**src/rtl/mips_pkg.sv**
```systemverilog
// Shared types and constants for the MIPS pipeline control blocks.
package mips_pkg;

  // Execute-stage operand forward selects
  localparam logic [1:0] FWD_RF  = 2'b00;
  localparam logic [1:0] FWD_WB  = 2'b01;
  localparam logic [1:0] FWD_MEM = 2'b10;

  // Default multiply/divide unit latencies, in MDU cycles
  localparam int unsigned MULT_LAT_DEF = 4;
  localparam int unsigned DIV_LAT_DEF  = 32;
  localparam int unsigned CNT_W_DEF    = 6;

  typedef enum logic [0:0] {
    MD_IDLE = 1'b0,
    MD_BUSY = 1'b1
  } md_state_t;

endpackage

```
**src/rtl/md_sequencer.sv**
```systemverilog
// Multiply/divide unit sequencer: busy FSM, latency counter and start pulse.
module md_sequencer
  import mips_pkg::*;
#(
  parameter int unsigned MULT_LAT = MULT_LAT_DEF,
  parameter int unsigned DIV_LAT  = DIV_LAT_DEF,
  parameter int unsigned CNT_W    = CNT_W_DEF
) (
  input  logic clk,
  input  logic rst_n,
  input  logic md_start_d,
  input  logic md_div_d,
  input  logic pipe_stall,   // load-use or branch stall; blocks issue
  output logic md_start_e,
  output logic md_busy_c,
  output logic cnt_zero_c
);

  localparam logic [CNT_W-1:0] MULT_LOAD = CNT_W'(MULT_LAT - 1);
  localparam logic [CNT_W-1:0] DIV_LOAD  = CNT_W'(DIV_LAT - 1);

  md_state_t        state;
  logic [CNT_W-1:0] cnt;
  logic [CNT_W-1:0] load_val;
  logic             issue;

  // Latency reload value for the instruction currently in D
  assign load_val = md_div_d ? DIV_LOAD : MULT_LOAD;

  // Issue is only possible when idle or on the final busy cycle, where the
  // MDU stall term is already zero, so only pipeline hazards can block it.
  assign issue = md_start_d && !pipe_stall && (state == MD_IDLE || cnt == '0);

  assign md_busy_c  = (state == MD_BUSY);
  assign cnt_zero_c = (cnt == '0);

  // Busy FSM with latency counter and registered start pulse
  always_ff @(posedge clk or negedge rst_n) begin
    if (!rst_n) begin
      state      <= MD_IDLE;
      cnt        <= '0;
      md_start_e <= 1'b0;
    end else begin
      md_start_e <= 1'b0;
      case (state)
        MD_IDLE: begin
          if (issue) begin
            state      <= MD_BUSY;
            cnt        <= load_val;
            md_start_e <= 1'b1;
          end
        end
        MD_BUSY: begin
          if (cnt != '0) begin
            cnt <= cnt - CNT_W'(1);
          end else if (issue) begin
            cnt        <= load_val;
            md_start_e <= 1'b1;
          end else begin
            state <= MD_IDLE;
          end
        end
        default: begin
          state <= MD_IDLE;
          cnt   <= '0;
        end
      endcase
    end
  end

endmodule

```
**src/rtl/hazard_ctrl.sv**
```systemverilog
// Hazard and sequencing controller for the 5-stage MIPS pipeline.
// Forwarding mux selects, load-use/branch/MDU stalls, and MDU issue sequencing.
// Optional HAZARD_PERF_EN adds saturating 32-bit stall performance counters.
module hazard_ctrl
  import mips_pkg::*;
#(
  parameter int unsigned MULT_LAT = MULT_LAT_DEF,
  parameter int unsigned DIV_LAT  = DIV_LAT_DEF,
  parameter int unsigned CNT_W    = CNT_W_DEF
) (
  input  logic       clk,
  input  logic       rst_n,
  input  logic [4:0] RsD,
  input  logic [4:0] RtD,
  input  logic [4:0] RsE,
  input  logic [4:0] RtE,
  input  logic [4:0] WriteRegE,
  input  logic [4:0] WriteRegM,
  input  logic [4:0] WriteRegW,
  input  logic       RegWriteE,
  input  logic       RegWriteM,
  input  logic       RegWriteW,
  input  logic       MemtoRegE,
  input  logic       MemtoRegM,
  input  logic       BranchD,
  input  logic       MdStartD,
  input  logic       MdDivD,
  input  logic       MfHiLoD,
  output logic       ForwardAD,
  output logic       ForwardBD,
  output logic [1:0] ForwardAE,
  output logic [1:0] ForwardBE,
  output logic       StallF,
  output logic       StallD,
  output logic       FlushE,
  output logic       MdStartE,
`ifdef HAZARD_PERF_EN
  output logic [31:0] PerfStallCnt,
  output logic [31:0] PerfLwCnt,
  output logic [31:0] PerfMdCnt,
`endif
  output logic       MdBusy
);

  logic lwstall;
  logic brstall;
  logic mdstall;
  logic stall;
  logic md_cnt_zero;

  // Register-0 aware match helper: $zero never carries a dependency
  function automatic logic reg_match(input logic [4:0] a, input logic [4:0] b);
    return (a != 5'd0) && (a == b);
  endfunction

  // Operand forwarding selects for D compare and E ALU inputs
  always_comb begin
    ForwardAE = FWD_RF;
    ForwardBE = FWD_RF;
    if (RegWriteM && reg_match(WriteRegM, RsE))      ForwardAE = FWD_MEM;
    else if (RegWriteW && reg_match(WriteRegW, RsE)) ForwardAE = FWD_WB;
    if (RegWriteM && reg_match(WriteRegM, RtE))      ForwardBE = FWD_MEM;
    else if (RegWriteW && reg_match(WriteRegW, RtE)) ForwardBE = FWD_WB;
    ForwardAD = RegWriteM && reg_match(WriteRegM, RsD);
    ForwardBD = RegWriteM && reg_match(WriteRegM, RtD);
  end

  // Stall sources; MDU stall releases on the final busy cycle
  always_comb begin
    lwstall = MemtoRegE && (reg_match(RtE, RsD) || reg_match(RtE, RtD));
    brstall = BranchD &&
              ((RegWriteE && (reg_match(WriteRegE, RsD) || reg_match(WriteRegE, RtD))) ||
               (MemtoRegM && (reg_match(WriteRegM, RsD) || reg_match(WriteRegM, RtD))));
    mdstall = MdBusy && !md_cnt_zero && (MdStartD || MfHiLoD);
    stall   = lwstall || brstall || mdstall;
  end

  assign StallF = stall;
  assign StallD = stall;
  assign FlushE = stall;

  md_sequencer #(
    .MULT_LAT (MULT_LAT),
    .DIV_LAT  (DIV_LAT),
    .CNT_W    (CNT_W)
  ) u_md_sequencer (
    .clk        (clk),
    .rst_n      (rst_n),
    .md_start_d (MdStartD),
    .md_div_d   (MdDivD),
    .pipe_stall (lwstall || brstall),
    .md_start_e (MdStartE),
    .md_busy_c  (MdBusy),
    .cnt_zero_c (md_cnt_zero)
  );

`ifdef HAZARD_PERF_EN
  // Saturating stall event counters
  always_ff @(posedge clk or negedge rst_n) begin
    if (!rst_n) begin
      PerfStallCnt <= '0;
      PerfLwCnt    <= '0;
      PerfMdCnt    <= '0;
    end else begin
      if (stall && (PerfStallCnt != 32'hFFFF_FFFF)) PerfStallCnt <= PerfStallCnt + 32'd1;
      if (lwstall && (PerfLwCnt != 32'hFFFF_FFFF))  PerfLwCnt    <= PerfLwCnt + 32'd1;
      if (mdstall && (PerfMdCnt != 32'hFFFF_FFFF))  PerfMdCnt    <= PerfMdCnt + 32'd1;
    end
  end
`endif

endmodule

```
**config.mk**
```make
export PLATFORM = sky130hd
export DESIGN_NAME = hazard_ctrl
export DESIGN_NICKNAME = d
export VERILOG_FILES = /design/src/rtl/mips_pkg.sv /design/src/rtl/md_sequencer.sv /design/src/rtl/hazard_ctrl.sv
export SDC_FILE = /design/constraint.sdc
export NUM_CORES = 1
export LEC_CHECK = 0
export ABC_AREA = 1
export ABC_CLOCK_PERIOD_IN_PS = 4600
export CAP_MARGIN = 20
export CORE_UTILIZATION = 45
export DETAILED_ROUTE_END_ITERATION = 12
export PLACE_DENSITY = 0.85
export RECOVER_POWER = 25
export REMOVE_ABC_BUFFERS = 1
export SYNTH_ARGS = -nofsm -noshare
export SYNTH_HDL_FRONTEND = slang
export SYNTH_SLANG_ARGS = --single-unit
```
**constraint.sdc**
```tcl
create_clock -name clk -period 4.6 [get_ports clk]
set_clock_uncertainty 0.15 [all_clocks]
set_input_delay 1.38 -clock clk [delete_from_list [all_inputs] [get_ports clk]]
set_output_delay 1.38 -clock clk [all_outputs]
set_load 0.03 [all_outputs]
```
Word-level counts from Yosys, hierarchy flattened:

Index checks and enable logic that the tools add are counted.

* flip-flop bits (word level): 8
* bits of input ports: 46
* output and inout bits: 11
* logic and storage cells: 68

* add/sub/neg operators: 1
* eq/ne operators: 10
* multiplexer cells: 13
* bitwise gates (word level): 1
* reductions and logical operators: 40

Operators by type and width (number)
* $eq A5 B5 Y1: 10
* $logic_and A1 B1 Y1: 24
* $reduce_bool A5 Y1: 4
* $mux W6: 2
* $pmux W6 S2: 1
* $logic_or A1 B1 Y1: 8
* $logic_not A6 Y1: 1
* $reduce_bool A6 Y1: 1
* $sub A6 B1 Y6 const B: 1
* $mux W1: 5
* $mux W5: 1
* $mux W2: 2
* $pmux W1 S2: 2
* $logic_not A1 Y1: 2
* $not A1 Y1: 1

Longest topological paths before layout:

* depth in word-level cells: 13
* depth in mapped cells: 15
* mapped depth without buffers: 15

Hierarchy:

A second synthesis with hierarchy kept.

* cell total of the unflattened synthesis: 218
* area, all modules: 1333.8 um^2

Modules (own cells, without submodules)
* hazard_ctrl: times used 1, cells an instance 159, area an instance 884.6 um^2, sequential area each 0.0 um^2
* md_sequencer: times used 1, cells an instance 59, area an instance 449.2 um^2, sequential area each 200.2 um^2

Worst setup path before layout:

No wires, ideal clock.

* kind: input -> output
* start: input port WriteRegM[2]
* end: output port ForwardAE[0]
* data arrival time: 3.340 ns
* required time: 3.070 ns
* path slack: -0.270 ns
* cell stages on the path: 6
* path buffers: 1
* cell sequence: buf_6 -> xor2_1 -> a221oi_1 -> o2111ai_1 -> nor4_1 -> nor2_1

* word-level cells in the longest chain between the ends: 4
* elaborated cells on any way between the ends: 5
* those cells by class: eq/ne (1); mux (1); reduce/logical (3)

Ends and longest elaborated chain
* from (decl): RTL line hazard_ctrl.sv:18 `input logic [4:0] WriteRegM,`
* $eq A5 B5 Y1 / $reduce_bool A5 Y1 (equally long branches): RTL line hazard_ctrl.sv:53 `return (a != 5'd0) && (a == b);`
* $logic_and A1 B1 Y1 *: RTL line hazard_ctrl.sv:53
* $logic_and A1 B1 Y1 *: RTL line hazard_ctrl.sv:60 `if (RegWriteM && reg_match(WriteRegM, RsE)) ForwardAE = FWD_MEM;`
* $mux W2 *: RTL line hazard_ctrl.sv:60
* to (decl): RTL line hazard_ctrl.sv:31 `output logic [1:0] ForwardAE,`

Mark *: on every way between the ends. The rest lies on a longest branch, timed or not.

Final worst setup path:

* start: input port RsD[0]
* end: output port StallF

* word-level cells in the longest chain between the ends: 8
* elaborated cells on any way between the ends: 16
* those cells by class: eq/ne (3); reduce/logical (13)

Ends and longest elaborated chain
* from (decl): RTL line hazard_ctrl.sv:13 `input logic [4:0] RsD,`
* $eq A5 B5 Y1: RTL line hazard_ctrl.sv:53
* $logic_and A1 B1 Y1: RTL line hazard_ctrl.sv:53
* $logic_or A1 B1 Y1 (on tied branches): RTL line hazard_ctrl.sv:72, hazard_ctrl.sv:73
* $logic_and A1 B1 Y1 (on tied branches): RTL line hazard_ctrl.sv:72, hazard_ctrl.sv:73
* $logic_or A1 B1 Y1: RTL line hazard_ctrl.sv:72 `((RegWriteE && (reg_match(WriteRegE, RsD) || reg_match(WriteRegE, RtD))) ||`
* $logic_and A1 B1 Y1: RTL line hazard_ctrl.sv:71 `brstall = BranchD &&`
* $logic_or A1 B1 Y1 * (2 in series): RTL line hazard_ctrl.sv:75 `stall = lwstall || brstall || mdstall;`
* to (decl): RTL line hazard_ctrl.sv:33 `output logic StallF,`

Marked as above.

==> flow_summary.json <==
{
  "status": "completed",
  "clock-sinks": 8,
  "cts_tree": "built",
  "vias": 1507,
  "cts_hold_buf": 0,
  "cpMaxStageDelayCell": "clkdlybuf4s50_1",
  "grt_use_total": 0.2325,
  "ys_seq_elements": 8,
  "avgSynthCellArea_um2": 6.366,
  "die_area_mm2": 0.003119,
  "grt_pass1_vias": 1433,
  "cts_setup_buffers": 0,
  "place_inst": 309,
  "clk_pin_slew_ns": 0.05,
  "gp_congestion": 0.9122,
  "wl_mm": 3.671,
  "final.setup.tns_ns": 0,
  "max-clock-path-buffers": 2,
  "p_leak_nw": 1.061,
  "ir_drop_mv": 0.2999,
  "core_area_mm2": 0.002758,
  "synthToLayoutAreaGrowth_pct": 57.33,
  "setup_viol": 0,
  "post-route-drc-count": 0,
  "nets": 330,
  "io_buffers": 56,
  "synthTopCellsByArea": "dfrtp_1 (15%), xor2_1 (13%), nand2_1 (12%)",
  "numCtsBuffers": 3,
  "firstDrtPassIters": 4,
  "end_kind": "output port",
  "fin_cells": 312,
  "die_h_um": 55.85,
  "finalCritPeriodShare": 0.9647,
  "ant_nets": 0,
  "finalPower_uw": 454.7,
  "crit_family": "buffers and inverters",
  "finalHoldViolations": 0,
  "antenna_cells": 0,
  "boundaryPins": 57,
  "htree_levels": 1,
  "root_buffer": "clkbuf_4",
  "synth_top_area_cell": "dfrtp_1",
  "finalMaxSlewViolations": 0,
  "start_util": 0.4732,
  "worst_path_most_repeated_cell": "nand2_1",
  "drt-initial-drc-count": 76,
  "via_per_inst": 4.830,
  "p_per_area_mw_per_mm2": 221.4,
  "grt_remaining_overflow": 0,
  "worstSetupPathType": "input pin to output port",
  "worst_pin_slew_ns": 0.3590,
  "grt_pass1_wl_mm": 5.961,
  "hpwl_mm": 3.119,
  "synth_cells": 205,
  "maxCapViolations": 0,
  "antenna_found_initial": 0,
  "max_stage_delay_ns": 0.49,
  "clock_latency_ns": 0.25,
  "hold_path.class": "register to register",
  "wl_per_cell_um": 11.77,
  "start_kind": "input pin",
  "required_ns": 3.07,
  "synth_top_area_frac": 0.1534,
  "ys_types": 26,
  "ys_seq_area_frac": 0.1534,
  "yosysWarnings": 0,
  "rsz0062_at_grt": "no",
  "critPathArrivalTime_ns": 2.91,
  "path_max_fanout": 4,
  "grt_max_degree": 9,
  "path_cells": "clkdlybuf4s50_1 > xnor2_1 > nand2_1 > nor2_1 > nand2_1 > nand2_1 > nand2_1 > nand2_2 > a21oi_2 > nand2_2 > buf_4",
  "fin_crit_ns": 4.438,
  "cp.buffers_inverters": 2,
  "layout-drive-gt1-share": 0.1993,
  "die_w_um": 55.85,
  "syn_area_mm2": 0.001305,
  "rows": 19,
  "max_slew_margin": 0.7599,
  "fmax_ghz": 0.2254
}
[final cells by class]
type / count / area [um^2]
multi-input cells: 155 / 924.6
repair buffers: 82 / 743.2
fillers: 216 / 704.4
flip-flops and latches: 8 / 200.2
inverters: 33 / 123.9
well taps: 31 / 38.79
clock buffers: 3 / 22.52
[path summary, 6_finish.rpt]
| path | startpoint | endpoint | slack (ns) | depth (start not counted) |
|---|---|---|---|---|
| hold reg to reg | u_md_sequencer.cnt[1]$_DFF_PN0_ | u_md_sequencer.cnt[1]$_DFF_PN0_ | 0.36 | 2 |
| min in group asynchronous | rst_n | u_md_sequencer.cnt[3]$_DFF_PN0_ | 1.32 | 1 |
| hold / removal | u_md_sequencer.cnt[1]$_DFF_PN0_ | u_md_sequencer.cnt[1]$_DFF_PN0_ | 0.36 | 2 |
| max in group asynchronous | rst_n | u_md_sequencer.md_start_e$_DFF_PN0_ | 2.72 | 1 |
| setup / recovery | RsD[0] | StallF | 0.16 | 11 |
| setup reg to reg | u_md_sequencer.cnt[0]$_DFF_PN0_ | u_md_sequencer.cnt[4]$_DFF_PN0_ | 2.67 | 13 |
[registers in the layout (all words and copies together), names as in the netlist]
| register | count |
|---|---|
| u_md_sequencer.md_start_e | 1 |
| u_md_sequencer.cnt | 6 |
| u_md_sequencer.md_busy_c | 1 |
[layer usage]
metal	global-route usage	up-vias	share of wire
met4	0.03136	0	0.0038
met5	0	-	0
met2	0.4355	42	0.51
met3	0.006977	3	0.033
met1	0.3037	669	0.45
li1	-	793	-
[synth_stat cells]
cell type	n
nand2_2	4
o22ai_1	1
xor2_1	20
o21ai_1	2
nor4_1	5
o21ai_0	9
a221oi_1	1
buf_2	3
nor2_4	1
inv_1	27
o221ai_1	2
a21oi_2	2
xnor2_1	18
buf_4	3
nand3_1	9
o21ai_4	1
inv_2	6
o2111ai_1	1
a21oi_1	2
nand4_1	5
buf_6	3
ha_1	1
nor2_1	28
nand2_1	42
nand3_4	1
dfrtp_1	8
[worst min-delay path, cell delays in order (launching register included)]
cell and delay (ns):
dfrtp_1 0.36, o21ai_1 0.08, inv_1 0.04
[stage by stage]
stage | utilization | cell area, um^2 | setup WS (ns) | hold slack, ns
CTS | 0.7409 | 2043 | -0.009544 | 0.3622
detailed placement | 0.7291 | 2011 | -0.2642 | 0.3482
global route | 0.7446 | 2053 | 0.01531 | 0.3911
finish | 0.7446 | 2053 | 0.1625 | 0.3606
global placement | 0.7291 | 2011 | -0.2115 | 0.3421
floorplan | - | 1234 | -0.1481 | 0.3234
[cells in the final DEF, fill, tap and decap left out, types with 5 or more instances in the layout]
cell type        netlist  routed
dlymetal6s2s_1         0       6
xor2_1                20      20
nor2_1                28      28
nand2_1               42      41
clkdlybuf4s50_1        0      40
xnor2_1               18      18
nand2_2                4       5
o21ai_0                9       9
inv_1                 27      27
inv_2                  6       6
dfrtp_1                8       8
nand4_1                5       5
buf_4                  3      33
nand3_1                9       9
[logic make-up after synthesis]
kind of cell    count (synthesis)  share of synthesized area
xor+xnor                       38                     0.2550
compound gates                 21                     0.1074
flops                           8                     0.1534
buf+inv                        42                     0.1496
simple gates                   95                     0.3250
fa+ha+maj                       1                   0.009586
[power by group]
part,total [mW],switching (mW),internal [mW]
Clock,0.0526,0.0229,0.0298
Sequential,0.116,0.0213,0.0942
Combinational,0.287,0.153,0.133
[repair_timing]
action | in CTS | in global routing
cloned | 0 | 0
pin swaps | 0 | 2
hold endpoints to repair | 0 | 0
resized for setup | 4 | 12
endpoints found under the setup margin | 2 | 5
Note: power is estimated with default switching activity, not from simulation.
